<file path="src/rtl/mmu_utlb.sv">
// Micro-TLB in front of one joint-TLB search port: 1-cycle hit/unmapped, 2-cycle walk on miss.
// Optional MMU_UTLB_PERF_CNT_EN adds saturating hit/miss counters (perf_hit, perf_miss).
module mmu_utlb #(
   parameter int ENTRIES = 4,
   parameter int TLBNUM  = 16
) (
   input  logic                      clk,
   input  logic                      rst,
   input  logic                      req_valid,
   output logic                      req_ready,
   input  logic [31:0]               req_vaddr,
   input  logic                      req_store,
   output logic                      resp_valid,
   output logic [31:0]               resp_paddr,
   output logic                      resp_uncached,
   output logic                      resp_refill,
   output logic                      resp_invalid,
   output logic                      resp_modify,
   output logic                      resp_store,
   input  logic                      flush,
   input  logic [31:0]               r_cp0_EntryHi,
   input  logic [31:0]               r_cp0_Config,
   output logic [18:0]               s_vpn,
   output logic                      s_odd,
   output logic [7:0]                s_asid,
   input  logic                      s_found,
   input  logic [$clog2(TLBNUM)-1:0] s_index,
   input  logic [19:0]               s_pfn,
   input  logic [2:0]                s_c,
   input  logic                      s_d,
   input  logic                      s_v
`ifdef MMU_UTLB_PERF_CNT_EN
   ,
   output logic [31:0]               perf_hit,
   output logic [31:0]               perf_miss
`endif
);

   localparam int IW = $clog2(ENTRIES);

   typedef enum logic [1:0] {IDLE, WALK, RESP} state_t;

   state_t state, state_nxt;

   logic [ENTRIES-1:0] e_valid;
   logic [ENTRIES-1:0] e_g;
   logic [19:0]        e_vpn  [ENTRIES];
   logic [7:0]         e_asid [ENTRIES];
   logic [19:0]        e_pfn  [ENTRIES];
   logic [2:0]         e_c    [ENTRIES];
   logic [ENTRIES-1:0] e_d;

   logic [IW-1:0] rr_ptr;
   logic [IW-1:0] hit_idx, free_idx, fill_idx;
   logic          hit, has_free;
   logic          accept, unmapped, start_walk, fill_en;

   logic [31:0] lat_vaddr;
   logic        lat_store;
   logic [7:0]  lat_asid;

   logic        w_ok, w_d;
   logic [19:0] w_pfn;
   logic [2:0]  w_c;

   logic        rv_n, unc_n, rf_n, inv_n, mod_n, st_n;
   logic [31:0] pa_n;

   logic unused_bits;
   assign unused_bits = ^{s_index, r_cp0_EntryHi[31:8], r_cp0_Config[31:3]};

   assign req_ready  = (state == IDLE) & ~rst;
   assign accept     = req_valid & req_ready;
   assign unmapped   = (req_vaddr[31:30] == 2'b10);
   assign start_walk = accept & ~unmapped & ~hit;

   assign s_vpn  = lat_vaddr[31:13];
   assign s_odd  = lat_vaddr[12];
   assign s_asid = lat_asid;

   // Descending scans so the lowest matching / lowest free index wins.
   always_comb begin
      hit     = 1'b0;
      hit_idx = '0;
      for (int i = ENTRIES - 1; i >= 0; i--) begin
         if (e_valid[i] && e_vpn[i] == req_vaddr[31:12] &&
             (e_g[i] || e_asid[i] == r_cp0_EntryHi[7:0])) begin
            hit     = 1'b1;
            hit_idx = IW'(i);
         end
      end
   end

   always_comb begin
      has_free = 1'b0;
      free_idx = '0;
      for (int i = ENTRIES - 1; i >= 0; i--) begin
         if (!e_valid[i]) begin
            has_free = 1'b1;
            free_idx = IW'(i);
         end
      end
   end

   assign fill_idx = has_free ? free_idx : rr_ptr;
   assign fill_en  = (state == RESP) & w_ok & ~flush;

   always_comb begin
      state_nxt = state;
      case (state)
         IDLE:    if (start_walk) state_nxt = WALK;
         WALK:    state_nxt = RESP;
         RESP:    state_nxt = IDLE;
         default: state_nxt = IDLE;
      endcase
   end

   always_ff @(posedge clk) begin
      if (rst) state <= IDLE;
      else     state <= state_nxt;
   end

   // Response is staged one edge ahead: hits at accept, walks at the end of WALK.
   always_comb begin
      rv_n  = 1'b0;
      pa_n  = 32'd0;
      unc_n = 1'b0;
      rf_n  = 1'b0;
      inv_n = 1'b0;
      mod_n = 1'b0;
      st_n  = 1'b0;
      if (state == IDLE && accept) begin
         st_n = req_store;
         if (unmapped) begin
            rv_n  = 1'b1;
            pa_n  = {3'b000, req_vaddr[28:0]};
            unc_n = req_vaddr[29] | (r_cp0_Config[2:0] == 3'd2);
         end else if (hit) begin
            rv_n  = 1'b1;
            mod_n = req_store & ~e_d[hit_idx];
            if (!mod_n) begin
               pa_n  = {e_pfn[hit_idx], req_vaddr[11:0]};
               unc_n = (e_c[hit_idx] == 3'd2);
            end
         end
      end else if (state == WALK) begin
         rv_n = 1'b1;
         st_n = lat_store;
         if (!s_found) begin
            rf_n = 1'b1;
         end else if (!s_v) begin
            inv_n = 1'b1;
         end else begin
            mod_n = lat_store & ~s_d;
            if (!mod_n) begin
               pa_n  = {s_pfn, lat_vaddr[11:0]};
               unc_n = (s_c == 3'd2);
            end
         end
      end
   end

   always_ff @(posedge clk) begin
      if (rst) begin
         resp_valid    <= 1'b0;
         resp_paddr    <= 32'd0;
         resp_uncached <= 1'b0;
         resp_refill   <= 1'b0;
         resp_invalid  <= 1'b0;
         resp_modify   <= 1'b0;
         resp_store    <= 1'b0;
      end else begin
         resp_valid    <= rv_n;
         resp_paddr    <= pa_n;
         resp_uncached <= unc_n;
         resp_refill   <= rf_n;
         resp_invalid  <= inv_n;
         resp_modify   <= mod_n;
         resp_store    <= st_n;
      end
   end

   always_ff @(posedge clk) begin
      if (start_walk) begin
         lat_vaddr <= req_vaddr;
         lat_store <= req_store;
         lat_asid  <= r_cp0_EntryHi[7:0];
      end
      if (state == WALK) begin
         w_pfn <= s_pfn;
         w_c   <= s_c;
         w_d   <= s_d;
      end
   end

   // A flush seen during WALK cancels the pending fill.
   always_ff @(posedge clk) begin
      if (rst)                 w_ok <= 1'b0;
      else if (state == WALK)  w_ok <= s_found & s_v & ~flush;
   end

   always_ff @(posedge clk) begin
      if (rst) begin
         e_valid <= '0;
         rr_ptr  <= '0;
      end else if (flush) begin
         e_valid <= '0;
      end else if (fill_en) begin
         e_valid[fill_idx] <= 1'b1;
         if (!has_free) rr_ptr <= rr_ptr + 1'b1;
      end
   end

   // The search port does not export G, so every fill is ASID-tagged.
   always_ff @(posedge clk) begin
      if (fill_en) begin
         e_vpn[fill_idx]  <= lat_vaddr[31:12];
         e_asid[fill_idx] <= lat_asid;
         e_g[fill_idx]    <= 1'b0;
         e_pfn[fill_idx]  <= w_pfn;
         e_c[fill_idx]    <= w_c;
         e_d[fill_idx]    <= w_d;
      end
   end

`ifdef MMU_UTLB_PERF_CNT_EN
   always_ff @(posedge clk) begin
      if (rst || flush) begin
         perf_hit  <= 32'd0;
         perf_miss <= 32'd0;
      end else begin
         if (accept && !unmapped && hit && perf_hit != 32'hFFFF_FFFF)
            perf_hit <= perf_hit + 32'd1;
         if (start_walk && perf_miss != 32'hFFFF_FFFF)
            perf_miss <= perf_miss + 32'd1;
      end
   end
`endif

endmodule

</file>
<file path="config.mk">
export PLATFORM = sky130hd
export DESIGN_NAME = mmu_utlb
export DESIGN_NICKNAME = d
export VERILOG_FILES = /design/src/rtl/mmu_utlb.sv
export SDC_FILE = /design/constraint.sdc
export NUM_CORES = 1
export LEC_CHECK = 0
export CAP_MARGIN = 20
export CORE_MARGIN = 3
export CORE_UTILIZATION = 60
export DETAILED_ROUTE_END_ITERATION = 16
export DONT_BUFFER_PORTS = 1
export PLACE_DENSITY_LB_ADDON = 0.2
export SLEW_MARGIN = 0
export SYNTH_ARGS = -nofsm -noshare
export SYNTH_HDL_FRONTEND = slang
export SYNTH_SLANG_ARGS = --single-unit
</file>
<file path="constraint.sdc">
create_clock -name clk -period 15.6 [get_ports clk]
set_input_delay 3.12 -clock clk [delete_from_list [all_inputs] [get_ports clk]]
set_output_delay 3.12 -clock clk [all_outputs]
set_load 0.02 [all_outputs]
</file>
Word level (Yosys, flattened, before mapping) --
Memory sizes are Yosys's and may differ from the RTL's. Cells that the tools add are included.
Word-level totals: bits in registers 120, latch bits 0, bits in writable memories 204, memory bits (read-only) 0, input port bits 131, output and inout port bits 67, word-level logic and storage cells 140, memories kept 4
Memory list:
- e_pfn | words 4, width 20, read ports 1, clocked after Yosys merged registers in 0, write ports 1, RTL line 49 | logic [19:0] e_pfn [ENTRIES];
- e_vpn | words 4, width 20, read ports 4, clocked after Yosys merged registers in 0, write ports 1, RTL line 47 | logic [19:0] e_vpn [ENTRIES];
- e_asid | words 4, width 8, read ports 4, clocked after Yosys merged registers in 0, write ports 1, RTL line 48 | logic [7:0] e_asid [ENTRIES];
- e_c | words 4, width 3, read ports 1, clocked after Yosys merged registers in 0, write ports 1, RTL line 50 | logic [2:0] e_c [ENTRIES];
Cells by class: $add $sub $neg 1, multipliers 0, div/mod/pow operators 0, magnitude comparators 3, eq/ne operators 15, shift-type cells 0, multiplexer cells 56, bitwise logic cells 23, reductions and logical operators 19
Operators by type and width (count):
- 2-to-1 mux 32 bit | 8
- == test 20 bit | 4
- 2-to-1 mux 1 bit | 34
- == test 8 bit | 4
- 2-to-1 mux 2 bit | 10
- bitwise AND 1 bit | 10
- logical AND 1 bit | 10
- == test 3 x 2 -> 1 bit (second input constant) | 3
- NOT 1 bit | 9
- < comparator 2 x 3 -> 1 bit (second input constant) | 2
- bitwise AND 4 bit | 1
- bitwise mux 4 bit | 1
- == test 2 bit (second input constant) | 2
- logical OR 1 bit | 4
- NOT 4 bit | 1
- bitwise OR 4 bit | 1
- case mux 2 bit (2 select lines) | 1
- OR reduction 4 bit | 1
- AND reduction 3 bit | 1
- OR reduction 3 bit | 1
- adder 2 x 1 -> 2 bit (second input constant) | 1
- binary-select mux 1 bit (select 2 bit) | 1
- demux 1 bit (select 2 bit) | 1
- == test 2 x 1 -> 1 bit (second input constant) | 1
- 5 further kinds | 5

Longest topological paths before layout --
Gate-level depths: netlist of the first run.
depth in word-level cells 15, depth in mapped cells 10

Worst setup path after synthesis of the first run --
OpenSTA, ideal clock, no wires.
path kind input to register, start point input flush, end point memory e_asid[2][0] (enable), data arrival time 7.010 ns, data required time 15.071 ns, path slack 8.061 ns, stages 3, buffers on the path 0, cells stage by stage nor2_1 nand3_1 nor3_1
Between the ends: cells in the longest elaborated chain, start to end 4
RTL lines:
- start: declaration | RTL line 20 | input logic flush,
- NOT 1 bit (no line)
- bitwise AND 1 bit | RTL line 106 | assign fill_en = (state == RESP) & w_ok & ~flush;
- 2-to-1 mux 1 bit | RTL line 216 | if (fill_en) begin
- 2-to-1 mux 1 bit (not written as such) | RTL line 218 | e_asid[fill_idx] <= lat_asid;
- end: declaration | RTL line 48
Every way passes these cells.

Worst setup path after layout of the first run --
start point input rst, end point output req_ready
Between the ends: cells in the longest elaborated chain, start to end 2
RTL lines:
- start: declaration | RTL line 8 | input logic rst,
- NOT 1 bit | RTL line 72 | assign req_ready = (state == IDLE) & ~rst;
- bitwise AND 1 bit | RTL line 72
- end: declaration | RTL line 10 | output logic req_ready,
Every way passes these cells.

==> implementation parameters, run 1 <==
Parameter                              Value

Status
  Status    finished clean

Clock tree
  Source-to-sink clock delay at the later pin of the worst-skew pair    0.56 ns
  Buffer depth of the longest clock path    3
  Number of levels in the clock H-tree    1
  Number of sinks driven by the clock tree    about 320
  Clock tree from TritonCTS    done
  Post-CTS sizing    0
  Clock transition time at the flip-flop clock pins of the worst setup and hold paths    approximately 0.06 ns
  Root buffer selected by CTS    sky130_fd_sc_hd__clkbuf_16
  Hold buffer count at cts    0
  Post-CTS setup repair buffer count    0
  Inserted Clock Buffers    31

Drt
  1st-iter DRT viols    around 630
  Drt total wl    27.9 mm
  Via count    approximately 6900
  Wire length per cell    between 20 and 30 um
  Final ANT Viol Nets    0
  DRC violations left    0
  Vias per std cell    around 6.3
  Router iterations before antenna repair    5

Die
  Die area    0.0230 sq mm
  Io pins    around 200
  Starting density of the core    0.620
  Die height    approximately 150 um
  Die boundary width    roughly 150 um
  Area of the core    just over 0.02 sq mm
  Std-Cell Rows    52

Critical path
  Count of cell instances traversed by the critical path    1
  List of cells traversed by the critical path    nor3_1
  Worst reg-to-reg setup slack    12.30 ns
  Biggest fanout along the worst timing path    31
  Cell class contributing the biggest share of worst-path delay    simple AND/OR/NAND/NOR gates
  Cell with the largest stage delay on the worst path    sky130_fd_sc_hd__nor3_1
  Data required time of the critical path    12.48 ns
  CP bufs+invs    0
  Startpoint Class    input pin
  Data arrival, critical path    between 3 and 4 ns
  Length in cells of the worst reg-to-reg path    9
  Worst setup EP type    output pin
  Reg2reg end    resp_paddr[30]$_SDFF_PP0_
  Type of the setup path with the least slack    in -> out
  Delay contributed by the slowest stage of the critical path    about 0.73 ns
  RR Startpoint    e_vpn[3][17]$_DFFE_PP_

Synthesis
  Dominant register cell in the synthesized netlist    sky130_fd_sc_hd__edfxtp_1
  Cell count after synthesis    between 800 and 900
  Async S/R FF share, synth    0
  Number of synthesized flops with an enable pin    around 280
  Avg Inst Size Synth    15.8 sq um
  Synth Cell Area    0.0127 sq mm
  Count of synthesis-stage warnings from yosys    0
  Register bit count reported by yosys    about 320
  Synthesized netlist net count    about 940
  Share of synthesized area occupied by flip-flops and latches    0.727
  Yosys cell types    between 50 and 60

STA
  Maximum operating frequency    between 100 and 150 MHz
  RSZ-0062 raised after global routing    no
  Final worst clock skew    0.0145 ns
  Post-layout minimum cycle time    6.98 ns
  Max transition margin    0.349
  Final Cycle Share    0.448
  Worst hold slack across all endpoints    roughly 0.47 ns
  TNS Setup    0 ns
  Number of endpoints failing setup at the final stage    0
  Final Hold Fails    0
  Number of slew-limit violations in the final report    0
  Slew at the pin with the worst max-slew slack    ~0.97 ns

Power
  Max rail drop VDD    just over 0.09 mV
  Leakage power    roughly 4.7 nW
  Power per unit of standard cell area    roughly 130 mW/mm^2

Cells and area
  Top library cells by usage in the layout, fill and taps aside    277 x sky130_fd_sc_hd__edfxtp_1, 67 x sky130_fd_sc_hd__xor2_1, 59 x sky130_fd_sc_hd__mux2i_1, 47 x sky130_fd_sc_hd__xnor2_1, 47 x sky130_fd_sc_hd__dfxtp_1
  Post-layout instance count excluding filler cells    roughly 1100
  Commonest non-fill, non-tap cell in the layout    sky130_fd_sc_hd__edfxtp_1
  Area Overhead vs Synth    9.78%
  Antenna diodes    0
  Share of post-route cells with drive strength above 1    0.101
  Net total in the final layout    about 930
  Design area    between 0.01 and 0.015 sq mm
  Core occupancy in the finished layout    0.680
  Number of inserted filler cells in the final layout    1390

Placement
  Weighted congestion at the end of routability-driven global placement    0.865
  Cells after DPL    between 1000 and 1500
  Cell area after placement    approximately 0.013 sq mm
  Detail Placement HPWL    between 15 and 20 mm
  IO Port Bufs    0

Global route
  Global-route wire length before repair    40.6 mm
  Aggregate global-route resource usage    0.241
  Antenna violations before repair    1
  Maximum number of pins on one net before global-route repair    36
  Overflow after GRT    0
  Via count of the first global-routing pass    6767

Worst hold path
  Worst min-delay path startpoint    lat_vaddr[11]$_DFFE_PP_
  Hold Path End    resp_paddr[11]$_SDFF_PP0_
  Worst min path class    reg -> reg
  Cell depth of the worst hold path    1

Flow run
  Number of maximum-capacitance violations    0
## synthesized netlist by cell type (2+ instances only)
cell type	number	area (sq um)
sky130_fd_sc_hd__nor4_1	22	138
sky130_fd_sc_hd__and2_1	3	18.8
sky130_fd_sc_hd__nor4b_1	6	52.6
sky130_fd_sc_hd__xnor2_1	47	412
sky130_fd_sc_hd__nand2_1	17	63.8
sky130_fd_sc_hd__or4_1	3	22.5
sky130_fd_sc_hd__nor2b_1	2	12.5
sky130_fd_sc_hd__inv_1	6	22.5
sky130_fd_sc_hd__clkbuf_1	24	90.1
sky130_fd_sc_hd__nor3b_1	5	37.5
sky130_fd_sc_hd__mux2_2	2	22.5
sky130_fd_sc_hd__nand4_1	18	113
sky130_fd_sc_hd__nand2b_1	3	18.8
sky130_fd_sc_hd__a22o_1	15	131
sky130_fd_sc_hd__o21ai_1	4	20.0
sky130_fd_sc_hd__a21oi_1	5	25.0
sky130_fd_sc_hd__o211ai_1	2	15.0
sky130_fd_sc_hd__a21o_1	16	120
sky130_fd_sc_hd__buf_1	2	7.51
sky130_fd_sc_hd__nor2_1	43	161
sky130_fd_sc_hd__edfxtp_1	277	8320
sky130_fd_sc_hd__buf_4	23	173
sky130_fd_sc_hd__a31oi_1	3	18.8
sky130_fd_sc_hd__and3_1	6	37.5
sky130_fd_sc_hd__mux2i_1	59	591
sky130_fd_sc_hd__a22oi_1	18	135
sky130_fd_sc_hd__a211oi_1	2	15.0
sky130_fd_sc_hd__or4b_1	2	20.0
sky130_fd_sc_hd__a41o_1	3	30.0
sky130_fd_sc_hd__nand3_1	12	60.1
sky130_fd_sc_hd__and4b_1	2	20.0
sky130_fd_sc_hd__xor2_1	67	587
sky130_fd_sc_hd__a41oi_1	2	17.5
sky130_fd_sc_hd__nor3_1	15	75.1
sky130_fd_sc_hd__buf_2	5	25.0
sky130_fd_sc_hd__o21a_1	2	15.0
sky130_fd_sc_hd__dfxtp_1	47	941
## sequential cells by signal (all words and copies together), names as in the netlist, 2 cells and up
| name | flops |
|---|---|
| e_valid | 4 |
| e_asid | 32 |
| e_c | 12 |
| e_g | 4 |
| resp_paddr | 32 |
| w_c | 3 |
| w_pfn | 20 |
| e_d | 4 |
| e_vpn | 80 |
| state | 2 |
| s_asid | 8 |
| lat_vaddr | 32 |
| rr_ptr | 2 |
| e_pfn | 80 |
## logic make-up after synthesis
group                  count (synthesis)  share of synthesized area
multiplexers                          61                     0.0481
AND/OR/NAND/NOR                      164                     0.0705
flip-flops                           324                      0.727
AO/OA/AOI/OAI                         82                     0.0504
buffers and inverters                 61                     0.0258
XOR/XNOR                             114                     0.0784
## area by class of cell
cell class / instances / area [sq um] / share of cell area
multi-input cells: 421 / 3190 / 0.228
well taps: 270 / 338 / 0.0242
flip-flops and latches: 324 / 9260 / 0.662
clock inverters: 24 / 260 / 0.0186
clock buffers: 34 / 787 / 0.0563
repair buffers: 16 / 125 / 0.00895
inverters: 6 / 22.5 / 0.00161
## per-stage QoR
step | power (W) | worst slack (ns)
floorplan | 0.00101 | 8.06
global placement | 0.00101 | 8.68
detailed placement | 0.00101 | 8.65
CTS | 0.00176 | 8.64
global route | 0.00180 | 8.59
finish | 0.00175 | 8.62
## worst max path at each step
stage / start / end / slack [ns]
floorplan: flush / e_asid[2][0]$_DFFE_PP_ / 8.06
global placement: rst / req_ready / 8.68
detailed placement: rst / req_ready / 8.65
CTS: rst / req_ready / 8.64
global route: rst / req_ready / 8.59
finish: rst / req_ready / 8.62
## report_power, final
group | switching (W) | leakage, nW | internal [W]
Combinational | 0.0000205 | 1.30 | 0.0000129
Sequential | 0.0000135 | 2.88 | 0.000947
Clock | 0.000321 | 0.488 | 0.000435
Total | 0.000355 | 4.66 | 0.00139
## per-layer routing
metal	track usage	vias to the layer above	routed length [um]	part of all wire
met1	0.332	3449	11200	0.40
met3	0.0598	65	2650	0.095
met5	0	-	0	0
met4	0.0777	0	802	0.029
met2	0.382	341	13200	0.47
li1	-	3023	-	-
Power figures use the tool's default switching activity.
==> inputs of run 2 (changes only) <==
==> constraint.sdc (replaced) <==
create_clock -name clk -period 6.75 [get_ports clk]
set_input_delay 1.35 -clock clk [delete_from_list [all_inputs] [get_ports clk]]
set_output_delay 1.35 -clock clk [all_outputs]
set_load 0.02 [all_outputs]
==> implementation parameters, run 2 (same netlist as run 1, synthesis figures left out) <==
Parameter                              Value

Cells and area
  Antenna diodes    0
  Post-layout instance count excluding filler cells    roughly 1100
  Share of post-route cells with drive strength above 1    0.0899
  Area Overhead vs Synth    9.37%
  Top library cells by usage in the layout, fill and taps aside    277 x sky130_fd_sc_hd__edfxtp_1, 67 x sky130_fd_sc_hd__xor2_1, 59 x sky130_fd_sc_hd__mux2i_1, 47 x sky130_fd_sc_hd__xnor2_1, 47 x sky130_fd_sc_hd__dfxtp_1
  Commonest non-fill, non-tap cell in the layout    sky130_fd_sc_hd__edfxtp_1
  Leading registers by flop count    e_pfn (80), e_vpn (80)
  Net total in the final layout    930

Die
  Die height    approximately 150 um
  Std-Cell Rows    52
  Die area    roughly 0.023 sq mm
  Starting density of the core    0.620
  Die boundary width    approximately 150 um
  Io pins    198
  Area of the core    between 0.02 and 0.025 sq mm

Critical path
  Biggest fanout along the worst timing path    18
  Data required time of the critical path    approximately 7.2 ns
  Type of the setup path with the least slack    in -> reg
  RR Startpoint    e_vpn[3][17]$_DFFE_PP_
  Worst reg-to-reg setup slack    between 3 and 4 ns
  Startpoint Class    input pin
  Worst setup EP type    register
  Data arrival, critical path    approximately 4.5 ns
  Length in cells of the worst reg-to-reg path    8
  Reg2reg end    resp_paddr[31]$_SDFF_PP0_

STA
  Final worst clock skew    roughly 0.015 ns
  RSZ-0062 raised after global routing    no
  Max transition margin    0.263
  Post-layout minimum cycle time    4.06 ns
  Number of slew-limit violations in the final report    0
  Slew at the pin with the worst max-slew slack    1.11 ns
  TNS Setup    0 ns
  Maximum operating frequency    ~250 MHz
  Final Cycle Share    0.601
  Number of endpoints failing setup at the final stage    0
  Final Hold Fails    0

Drt
  DRC violations left    0
  Final ANT Viol Nets    0
  Router iterations before antenna repair    5
  Vias per std cell    just over 6
  Wire length per cell    approximately 25 um
  Drt total wl    27.6 mm
  1st-iter DRT viols    roughly 540
  Via count    between 6000 and 7000

Placement
  IO Port Bufs    0
  Detail Placement HPWL    about 19 mm
  Weighted congestion at the end of routability-driven global placement    between 0.8 and 0.9
  Cells after DPL    just over 1000

Clock tree
  Source-to-sink clock delay at the later pin of the worst-skew pair    0.55 ns
  Clock transition time at the flip-flop clock pins of the worst setup and hold paths    approximately 0.060 ns
  Clock tree from TritonCTS    done
  Number of sinks driven by the clock tree    324
  Post-CTS setup repair buffer count    0
  Inserted Clock Buffers    31
  Root buffer selected by CTS    sky130_fd_sc_hd__clkbuf_16
  Buffer depth of the longest clock path    3
  Number of levels in the clock H-tree    1
  Hold buffer count at cts    0
  Post-CTS sizing    0

Worst hold path
  Worst min-delay path startpoint    lat_vaddr[4]$_DFFE_PP_
  Hold Path End    resp_paddr[4]$_SDFF_PP0_
  Worst min path class    reg -> reg
  Cell depth of the worst hold path    1

Power
  Power per unit of standard cell area    between 200 and 300 mW/mm^2
  Max rail drop VDD    roughly 0.24 mV
  Post-layout total power    approximately 0.004 W
  Leakage power    ~4.7 nW

Global route
  Maximum number of pins on one net before global-route repair    37
  Via count of the first global-routing pass    about 7000
  Aggregate global-route resource usage    0.239
  Antenna violations before repair    0
  Overflow after GRT    0
  Global-route wire length before repair    40.6 mm

Status
  Status    finished clean

Flow run
  Number of maximum-capacitance violations    0
[run 2: worst max-delay path, cell delays in order]
cell and delay, ns:
sky130_fd_sc_hd__xnor2_1 0.38, sky130_fd_sc_hd__nand4_1 0.15, sky130_fd_sc_hd__nor4_1 0.78, sky130_fd_sc_hd__nand3_1 0.33, sky130_fd_sc_hd__a41oi_1 0.27, sky130_fd_sc_hd__o21ai_1 0.17, sky130_fd_sc_hd__a21oi_2 0.86, sky130_fd_sc_hd__a22o_1 0.24
[run 2: metrics by stage]
step	setup slack [ns]	hold WS (ns)	area [sq um]	utilization
floorplan	0.981	0.439	12700	-
global placement	2.27	0.445	12900	0.629
detailed placement	2.24	0.455	12900	0.629
CTS	2.75	0.476	13900	0.678
global route	2.48	0.483	13900	0.678
finish	2.69	0.472	13900	0.678
[run 2: area by class of cell]
cell class,instances,area (sq um)
Fill cell,1394,6630
Clock buffer,46,903
Sequential cell,324,9260
Tap cell,270,338
Clock inverter,11,104
Timing Repair Buffer,15,113
Multi-Input combinational cell,421,3190
Inverter,6,22.5
[run 2: layer usage]
metal | wire length, um | global-route usage | up-vias
li1 | - | - | 3021
met1 | 11600 | 0.339 | 3349
met2 | 12800 | 0.368 | 314
met3 | 2710 | 0.0681 | 41
met4 | 516 | 0.0660 | 0
met5 | 0 | 0 | -
[run 2: how the worst max path moves through the flow]
stage                   from                        end  depth (start not counted)
2_1_floorplan          flush     e_asid[2][0]$_DFFE_PP_                          3
3_3_place_gp   req_vaddr[29]  resp_paddr[30]$_SDFF_PP0_                          8
3_5_place_dp   req_vaddr[29]  resp_paddr[31]$_SDFF_PP0_                          8
4_1_cts        req_vaddr[29]  resp_paddr[31]$_SDFF_PP0_                          8
5_1_grt        req_vaddr[29]  resp_paddr[30]$_SDFF_PP0_                          8
6_report       req_vaddr[29]  resp_paddr[31]$_SDFF_PP0_                          8
[run 2: power breakdown]
| group | internal (W) | switching (W) | total (W) |
|---|---|---|---|
| Clock | 0.000996 | 0.000693 | 0.00169 |
| Combinational | 0.0000297 | 0.0000472 | 0.0000769 |
| Sequential | 0.00219 | 0.0000310 | 0.00222 |
==> inputs of run 3 (changes only) <==
--- a/config.mk
+++ b/config.mk
@@ -7,7 +7,7 @@
 export LEC_CHECK = 0
 export CAP_MARGIN = 20
 export CORE_MARGIN = 3
-export CORE_UTILIZATION = 60
+export CORE_UTILIZATION = 57
 export DETAILED_ROUTE_END_ITERATION = 16
 export DONT_BUFFER_PORTS = 1
 export PLACE_DENSITY_LB_ADDON = 0.2
==> constraint.sdc (replaced) <==
create_clock -name clk -period 3.4 [get_ports clk]
set_input_delay 0.68 -clock clk [delete_from_list [all_inputs] [get_ports clk]]
set_output_delay 0.68 -clock clk [all_outputs]
set_load 0.02 [all_outputs]
==> implementation parameters, run 3 (same netlist as run 1, synthesis figures left out) <==
Parameter                              Value

Clock tree
  Buffer depth of the longest clock path    3
  Number of sinks driven by the clock tree    around 320
  Post-CTS setup repair buffer count    0
  Root buffer selected by CTS    sky130_fd_sc_hd__clkbuf_16
  Source-to-sink clock delay at the later pin of the worst-skew pair    about 0.5 ns
  Inserted Clock Buffers    34
  Number of levels in the clock H-tree    2
  Hold buffer count at cts    0
  Clock transition time at the flip-flop clock pins of the worst setup and hold paths    about 0.06 ns
  Post-CTS sizing    0
  Clock tree from TritonCTS    done

Global route
  Antenna violations before repair    0
  Aggregate global-route resource usage    0.231
  Global-route wire length before repair    roughly 42 mm
  Maximum number of pins on one net before global-route repair    36
  Overflow after GRT    0
  Via count of the first global-routing pass    a little under 7000

Worst hold path
  Worst min path class    in -> reg

STA
  Final Hold Fails    0
  Maximum operating frequency    approximately 340 MHz
  Max transition margin    0.529
  RSZ-0062 raised after global routing    no
  Worst hold slack across all endpoints    between 0.2 and 0.3 ns
  Final Cycle Share    0.873
  Slew at the pin with the worst max-slew slack    0.705 ns
  TNS Setup    0 ns
  Final worst clock skew    just under 0.009 ns
  Number of endpoints failing setup at the final stage    0
  Number of slew-limit violations in the final report    0
  Post-layout minimum cycle time    approximately 3 ns

Drt
  Router iterations before antenna repair    5
  1st-iter DRT viols    roughly 510
  Vias per std cell    roughly 6.1
  Final ANT Viol Nets    0
  DRC violations left    0
  Wire length per cell    between 20 and 30 um
  Via count    a little under 7000
  Drt total wl    roughly 28 mm

Cells and area
  Net total in the final layout    about 940
  Area Overhead vs Synth    11.4%
  Top library cells by usage in the layout, fill and taps aside    277 x sky130_fd_sc_hd__edfxtp_1, 67 x sky130_fd_sc_hd__xor2_1, 59 x sky130_fd_sc_hd__mux2i_1, 47 x sky130_fd_sc_hd__xnor2_1, 47 x sky130_fd_sc_hd__dfxtp_1
  Antenna diodes    0
  Sequential cell area    ~0.0093 sq mm
  Design area    about 0.014 sq mm
  Share of post-route cells with drive strength above 1    0.109
  Number of inserted filler cells in the final layout    approximately 1600
  Post-layout instance count excluding filler cells    1117
  Area of combinational cells with multiple inputs    between 0.003 and 0.004 sq mm
  Leading registers by flop count    e_pfn (80), e_vpn (80)
  Commonest non-fill, non-tap cell in the layout    sky130_fd_sc_hd__edfxtp_1

Die
  Die area    0.0242 sq mm
  Area of the core    between 0.02 and 0.025 sq mm
  Starting density of the core    0.582
  Std-Cell Rows    54
  Die height    between 150 and 200 um
  Io pins    198
  Die boundary width    approximately 160 um

Critical path
  Data arrival, critical path    3.35 ns
  Startpoint Class    register
  Data required time of the critical path    3.78 ns
  Worst setup EP type    register
  Type of the setup path with the least slack    reg -> reg
  Worst reg-to-reg setup slack    roughly 0.43 ns
  Biggest fanout along the worst timing path    20

Flow run
  Number of maximum-capacitance violations    0

Placement
  IO Port Bufs    0
  Weighted congestion at the end of routability-driven global placement    between 0.8 and 0.9
  Detail Placement HPWL    between 15 and 20 mm
  Cell area after placement    0.0131 sq mm
  Cells after DPL    1055

Power
  Leakage power    4.78 nW
  Power per unit of standard cell area    roughly 570 mW/mm^2
  Post-layout total power    around 0.0081 W
  Max rail drop VDD    roughly 0.45 mV

Status
  Status    finished clean
==> run 3: cell types whose count changed in the layout (fill, tap and decap cells not counted), sizes merged <==
cell      previous run  this run
buf                 15        24
clkinvlp             1         5
clkinv               8        12
bufinv               2         1
clkbuf              46        44
==> run 3: per-layer routing <==
metal,vias up,share of wire,GRT usage
met5,-,0,0
met4,0,0.015,0.0529
met3,39,0.083,0.0587
met2,278,0.49,0.374
met1,3419,0.41,0.323
li1,3050,-,-
==> run 3: stage by stage <==
| stage | setup WS, ns | util |
|---|---|---|
| after floorplan | -0.135 | - |
| after global placement | 0.137 | 0.598 |
| after detailed placement | 0.0913 | 0.598 |
| after CTS | 0.376 | 0.648 |
| after global routing | 0.233 | 0.648 |
| final | 0.431 | 0.648 |
==> run 3: where the power goes <==
group | switching [W] | internal [W] | total, W
sequential | 0.0000611 | 0.00434 | 0.00441
clock | 0.00144 | 0.00210 | 0.00354
combinational | 0.0000944 | 0.0000614 | 0.000156
==> run 3: final cells by class <==
class                   instances  area share
flip-flops and latches        324       0.653
multi-input cells             421       0.226
clock buffers                  44      0.0685
well taps                     280      0.0247
repair buffers                 24      0.0180
clock inverters                18     0.00864
inverters                       6     0.00159
==> run 3: path summary, 6_finish.rpt <==
| path | from | cells after the start | end |
|---|---|---|---|
| max | e_vpn[2][2]$_DFFE_PP_ | 9 | resp_paddr[24]$_SDFF_PP0_ |
| min | flush | 1 | e_valid[3]$_SDFFE_PP0P_ |
| max reg2reg | e_vpn[2][2]$_DFFE_PP_ | 9 | resp_paddr[24]$_SDFF_PP0_ |
| min reg2reg | lat_vaddr[5]$_DFFE_PP_ | 1 | resp_paddr[5]$_SDFF_PP0_ |
==> run 3: worst max-delay path, cell delays in order, from the launching register on <==
cell	delay [ns]
sky130_fd_sc_hd__edfxtp_1	0.38
sky130_fd_sc_hd__xor2_1	0.17
sky130_fd_sc_hd__or4_1	0.55
sky130_fd_sc_hd__nor4_1	0.29
sky130_fd_sc_hd__nand3_1	0.31
sky130_fd_sc_hd__a211oi_4	0.37
sky130_fd_sc_hd__buf_12	0.25
sky130_fd_sc_hd__mux2i_1	0.23
sky130_fd_sc_hd__mux2i_1	0.11
sky130_fd_sc_hd__a21o_1	0.19
